File: config.mk
export PLATFORM = sky130hd
export DESIGN_NAME = sdram_cmd_tracker
export DESIGN_NICKNAME = d
export VERILOG_FILES = /design/src/rtl/sdram_cmd_tracker.sv
export SDC_FILE = /design/constraint.sdc
export NUM_CORES = 1
export LEC_CHECK = 0
export BUFFER_PORTS_ARGS = -buffer_cell sky130_fd_sc_hd__clkbuf_2
export CAP_MARGIN = 20
export CORE_MARGIN = 4
export CORE_UTILIZATION = 45
export CTS_BUF_LIST = sky130_fd_sc_hd__clkbuf_8
export DETAILED_ROUTE_END_ITERATION = 16
export GPL_TIMING_DRIVEN = 0
export SLEW_MARGIN = 25
export SYNTH_ARGS = -nofsm -noshare
export SYNTH_HDL_FRONTEND = slang
export SYNTH_SLANG_ARGS = --single-unit
File: constraint.sdc
create_clock -name clk -period 5.45 [get_ports clk]
set_clock_uncertainty 0.1 [all_clocks]
set_input_delay 0.545 -clock clk [delete_from_list [all_inputs] [get_ports clk]]
set_output_delay 0.545 -clock clk [all_outputs]
set_load 0.01 [all_outputs]
File: src/rtl/sdram_cmd_tracker.sv
// sdram_cmd_tracker: decodes the internal SDRAM command bus, tracks per-bank state and
// tRCD/tRP/tRFC windows, publishes bank readiness and flags illegal commands.
// Optional SDRAM_TRACK_LOG_EN adds a saturating violation counter and first-violation code.
module sdram_cmd_tracker #(
    parameter int T_RCD = 2,
    parameter int T_RP  = 2,
    parameter int T_RFC = 7
) (
    input  logic       clk,
    input  logic       n_rst,
    input  logic [3:0] command,
    input  logic [1:0] bank,
    output logic [3:0] bank_open,
    output logic [3:0] bank_ready,
    output logic [3:0] bank_idle,
    output logic       all_idle,
    output logic       violation,
`ifdef SDRAM_TRACK_LOG_EN
    output logic [7:0] viol_count,
    output logic [2:0] first_code,
`endif
    output logic [2:0] viol_code
);

    typedef enum logic [1:0] {IDLE, ACTIVATING, OPEN, PRECHARGING} state_t;

    localparam logic [3:0] CMD_NOP   = 4'd0;
    localparam logic [3:0] CMD_ACT   = 4'd1;
    localparam logic [3:0] CMD_READ  = 4'd2;
    localparam logic [3:0] CMD_WRITE = 4'd3;
    localparam logic [3:0] CMD_PALL  = 4'd4;
    localparam logic [3:0] CMD_PRE   = 4'd5;
    localparam logic [3:0] CMD_REF   = 4'd6;
    localparam logic [3:0] CMD_MRS   = 4'd7;

    state_t     st [4];
    logic [3:0] cnt [4];
    logic       refreshing;
    logic [4:0] rcnt;
    logic       any_act;
    logic [2:0] code;
    logic       viol;
    state_t     sel;

    // Status outputs are pure decodes of the state registers, so they follow the sampling edge
    always_comb begin
        any_act = 1'b0;
        for (int i = 0; i < 4; i++) begin
            bank_open[i]  = st[i] == ACTIVATING || st[i] == OPEN;
            bank_ready[i] = st[i] == OPEN;
            bank_idle[i]  = st[i] == IDLE && !refreshing;
            any_act       = any_act | (st[i] == ACTIVATING);
        end
        all_idle = bank_idle == 4'hF;
    end

    // Legality check against the pre-transition state, first matching reason wins
    always_comb begin
        sel  = st[bank];
        code = (refreshing && command != CMD_NOP)                                  ? 3'd5 :
               command[3]                                                          ? 3'd6 :
               (command == CMD_ACT && sel != IDLE)                                 ? 3'd1 :
               ((command == CMD_READ || command == CMD_WRITE) && sel != OPEN)      ? 3'd2 :
               ((command == CMD_PRE && sel == ACTIVATING) ||
                (command == CMD_PALL && any_act))                                  ? 3'd3 :
               ((command == CMD_REF || command == CMD_MRS) && !all_idle)           ? 3'd4 :
                                                                                     3'd0;
        viol = code != 3'd0;
    end

    // Bank/refresh timers and state; an illegal command leaves everything but the timers alone
    always_ff @(posedge clk) begin
        if (!n_rst) begin
            for (int i = 0; i < 4; i++) begin
                st[i]  <= IDLE;
                cnt[i] <= 4'd0;
            end
            refreshing <= 1'b0;
            rcnt       <= 5'd0;
            violation  <= 1'b0;
            viol_code  <= 3'd0;
        end else begin
            violation <= viol;
            viol_code <= code;
            for (int i = 0; i < 4; i++) begin
                if (cnt[i] != 4'd0)
                    cnt[i] <= cnt[i] - 4'd1;
                if (cnt[i] == 4'd1)
                    st[i] <= (st[i] == ACTIVATING) ? OPEN : IDLE;
                if (!viol && command == CMD_ACT && bank == 2'(i)) begin
                    st[i]  <= (T_RCD == 1) ? OPEN : ACTIVATING;
                    cnt[i] <= 4'(T_RCD - 1);
                end
                if (!viol && st[i] == OPEN &&
                    (command == CMD_PALL || (command == CMD_PRE && bank == 2'(i)))) begin
                    st[i]  <= (T_RP == 1) ? IDLE : PRECHARGING;
                    cnt[i] <= 4'(T_RP - 1);
                end
            end
            if (rcnt != 5'd0)
                rcnt <= rcnt - 5'd1;
            if (rcnt == 5'd1)
                refreshing <= 1'b0;
            if (!viol && command == CMD_REF) begin
                refreshing <= T_RFC != 1;
                rcnt       <= 5'(T_RFC - 1);
            end
        end
    end

`ifdef SDRAM_TRACK_LOG_EN
    // Saturating violation count; the code of the first pulse after reset is kept
    always_ff @(posedge clk) begin
        if (!n_rst) begin
            viol_count <= 8'd0;
            first_code <= 3'd0;
        end else if (violation) begin
            if (viol_count == 8'd0)
                first_code <= viol_code;
            if (viol_count != 8'hFF)
                viol_count <= viol_count + 8'd1;
        end
    end
`endif

endmodule

* Word level (Yosys, flattened, before mapping) *
Memory sizes are Yosys's and may differ from the RTL's.
Cells that the tools add are included.

cells by class
  add/subtract/negate cells = 5
  equality and inequality tests = 26
  muxes and demuxes = 87
  bitwise logic cells = 28
  reductions and logical operators = 58

operator list
  kind                                                 count
  two-way mux 1 bit                                    51
  two-way mux 4 bit                                    12
  two-way mux 2 bit                                    16
  logical AND 1 bit                                    28
  OR 1 bit                                             27
  two-way mux 3 bit                                    8
  equality test 4 x 1 -> 1 bit, second input constant  5
  nonzero test 4 bit                                   5
  equality test 4 x 3 -> 1 bit, second input constant  4
  subtractor 4 x 1 -> 4 bit, second input constant     4
  equality test 2 x 1 -> 1 bit, second input constant  6
  equality test 2 bit, second input constant           6
  logical OR 1 bit                                     11
  logical NOT 2 bit                                    5
  equality test 4 x 2 -> 1 bit, second input constant  2
  nonzero test 2 bit                                   3
  equality test 5 x 1 -> 1 bit, second input constant  1
  nonzero test 5 bit                                   1
  subtractor 5 x 1 -> 5 bit, second input constant     1
  equality test 4 bit, second input constant           1
  logical NOT 1 bit                                    3
  nonzero test 3 bit                                   1
  inequality test 2 bit, second input constant         1
  OR reduction 2 bit                                   1
  NOT 1 bit                                            1

storage, ports and cells
  flip-flop bits (word level) = 10
  RAM bits = 24
  input port bits = 8
  output and inout port bits = 17
  memories kept = 2

memory list
  name  words  width  read ports  clocked after memory_dff  wr ports  line  RTL
  cnt   4      4      4           0                         4         37    logic [3:0] cnt [4];
  st    4      2      5           0                         4         36    state_t st [4];

* Logic depth before layout (Yosys ltp) *
An unclocked memory read counts as a cell.

  depth in word-level cells = 21
  depth in mapped cells = 9
  depth with buffers taken out = 8

* Worst setup path before layout *
No wires, ideal clock.

  path kind = input-to-reg
  start = input command[3]
  end = memory cnt[2][2], in the netlist cnt[0][10], enable pin
  data arrival time = 2.207 ns
  required time = 5.035 ns
  slack = 2.828 ns
  stages = 6
  path buffers = 1
  path through = buf_4 -> or4b_4 -> nor4b_4 -> nand3b_1 -> a221o_2 -> nand4_1

RTL lines
  what         line  RTL
  from (decl)  11    input logic [3:0] command,
  to (decl)    37

==> results.json <==
{
  "clk_pin_slew_ns": 0.07,
  "core_mm2": 0.00517,
  "nets": 312,
  "synthTopCellsByArea": "edfxtp_1, ha_1, dfxtp_1",
  "hp-class": "reg2reg",
  "grt_setup_unrepaired": "no",
  "status": "finished clean",
  "report.final.hold_viol_count": 0,
  "synth_top_flop_cell": "edfxtp_1",
  "yosysWarnings": 0,
  "finalWorstSetupSlack_ns": 2.42,
  "initial_core_util_pct": 46.7,
  "clock.fmax_ghz": 0.330,
  "synth_seq_cells": 34,
  "post-route-util_pct": 52.1,
  "fin_crit_ns": 3.03,
  "tns_ns": 0,
  "cp.buffers_inverters": 2,
  "whs_ns": 0.378,
  "pre_cts_ws_ns": 2.14,
  "grt.overflow.total": 0,
  "setup_viol": 0,
  "clk-insertion-delay-late_ns": 0.29,
  "finalMaxSlewViolations": 0,
  "relSlewSlack_pct": 38.8,
  "ys_seq_area_share_pct": 38.1,
  "top_level_ports": 25,
  "place.gp.congestion": 0.928,
  "yosysMostFrequentCell": "inv_1",
  "grt_util_all_layers_pct": 17.4,
  "drt-initial-drc-count": 109,
  "antenna_found_initial": 0,
  "dp_cells": 344,
  "end_kind": "flop",
  "final.period_utilization_pct": 55.7,
  "num_rows": 26,
  "power-per-cell-area_mw_per_mm2": 396,
  "viasPerCell": 5.47,
  "fillCellCount": 485,
  "holdBufCountCts": 0,
  "cts_resized": 0,
  "synthToLayoutAreaGrowth_pct": 11.5,
  "p_leak_uw": 0.00121,
  "synth_top_area_share_pct": 29.8,
  "synth.distinct_cells": 55,
  "diodes": 0,
  "post_cts.repair.setup_buffers": 0,
  "ir_drop_mv": 0.156,
  "async_flop_share_pct": 0,
  "grt_max_degree": 11,
  "grt_first_pass_wirelength_mm": 8.76,
  "synth_edf_count": 24,
  "slowest_stage": "nor3b_1",
  "die-area_mm2": 0.00661,
  "vias": 1927,
  "cp.required_ns": 5.32,
  "cts_buffer_depth": 2,
  "htree_levels": 2,
  "port_buffers": 22,
  "die_w_um": 81.3,
  "slowest_delay_ns": 0.79,
  "worstMarginPinSlew_ns": 0.916,
  "worstSetupPathType": "in2reg",
  "maxCapViolCount": 0,
  "cts_tree": "built",
  "grt_pass1_vias": 1821,
  "die_h_um": 81.3,
  "drt_wl_total_mm": 5.25,
  "worst_ep_arrival_time_ns": 2.90,
  "drc": 0,
  "numCtsBuffers": 5,
  "path_cells": "clkbuf_2 -> clkbuf_1 -> nor3b_1 -> o21ai_1 -> a41oi_1 -> nand4_1",
  "synthTopCellsByCount": "inv_1, edfxtp_1, ha_1",
  "finalNonFillerCells": 352,
  "synth_area_mm2": 0.00242,
  "wl_per_cell_um": 14.9,
  "cts-root-buf": "clkbuf_8",
  "crit_fanout": 10,
  "drtAntennaViolNets": 0,
  "critical_path.top_delay_family": "simple AND/OR/NAND/NOR gates",
  "syn_nets": 283,
  "synthCells": 252,
  "dp_hpwl_mm": 4.01,
  "crit_path_start_kind": "input port",
  "first_pass_iters": 6,
  "synth_area_leader_cell": "edfxtp_1",
  "syn_avg_cell_area_um2": 9.59,
  "drive_above_1_share_pct": 18.1,
  "cts_sinks": 34,
  "reg2reg_slack_ns": 2.76
}
state kept, by name (all words and copies together), names as in the netlist:
name,count
cnt,16
st,8
refreshing,1
viol_code,3
rcnt,5
violation,1
cell usage in the layout (no fill, tap or decap), types with 2 or more instances in the layout:
cell type	n
nand4_1	11
clkbuf_2	22
nor2b_1	7
a31oi_1	2
nand2_1	17
a31o_2	2
o21ai_0	7
o21bai_1	3
inv_1	27
or3_1	5
nor3_1	7
a221o_2	2
nand2b_1	3
a21oi_1	6
clkbuf_1	3
ha_1	23
nand3b_1	6
nor2_1	20
mux2i_1	2
and3_1	8
clkbuf_8	5
buf_4	3
nand3_1	8
o21a_1	2
nor4_1	2
buf_2	3
mux2_2	2
dfxtp_1	10
buf_6	2
a211oi_1	2
a21o_1	6
o2111ai_1	2
or3b_2	2
edfxtp_1	24
and4b_1	2
cell families (layout without fill, tap and decap cells):
family | Yosys count | after routing | share of synthesized area, %
simple gates | 105 | 105 | 24.8
compound gates | 46 | 46 | 14.1
buf+inv | 37 | 67 | 6.99
flops | 34 | 34 | 38.1
fa+ha+maj | 23 | 23 | 11.9
mux | 6 | 6 | 3.78
xor+xnor | 1 | 1 | 0.362
worst paths after layout:
kind,from,depth (start not counted),to
hold reg to reg,rcnt[4],2,rcnt[4]
hold / removal,rcnt[4],2,rcnt[4]
setup reg to reg,st[1][1],8,st[3][1]
setup / recovery,command[1],6,cnt[0][0]
routing by layer:
layer	track usage [%]	part of all wire [%]	up-vias
li1	-	-	983
met1	23.3	49	907
met2	28.0	46	29
met3	3.10	3.5	8
met4	6.08	1.5	0
met5	0	0	-
layout make-up:
cell class              instances  area [um^2]  area share, %
multi-input cells             181         1330           49.2
well taps                      70         87.6           3.25
repair buffers                 22          110           4.08
clock buffers                   5         68.8           2.55
flip-flops and latches         34          921           34.2
plain buffers                  11         71.3           2.65
clock inverters                 3         12.5          0.464
inverters                      26         97.6           3.62
power by group:
part	switching (uW)	internal [uW]	leakage [uW]	total, uW
clock	91.3	85.9	0.0000468	177
sequential	55.1	378	0.000347	433
combinational	258	200	0.000812	458
metrics by stage:
step	power [uW]	cell area, um^2
4_1_cts	1080	2700
5_1_grt	1170	2700
3_3_place_gp	892	2620
2_1_floorplan	780	2420
6_report	1070	2700
3_5_place_dp	897	2620
worst reg2reg max path: cells and delay by family (launching register included):
kind	cells	cell delay (ns)
compound gates	3	1.00
fa+ha+maj	1	0.22
buf+inv	2	0.24
flops	1	0.40
simple gates	2	0.44
No activity file was read; power rests on OpenSTA's default activity.
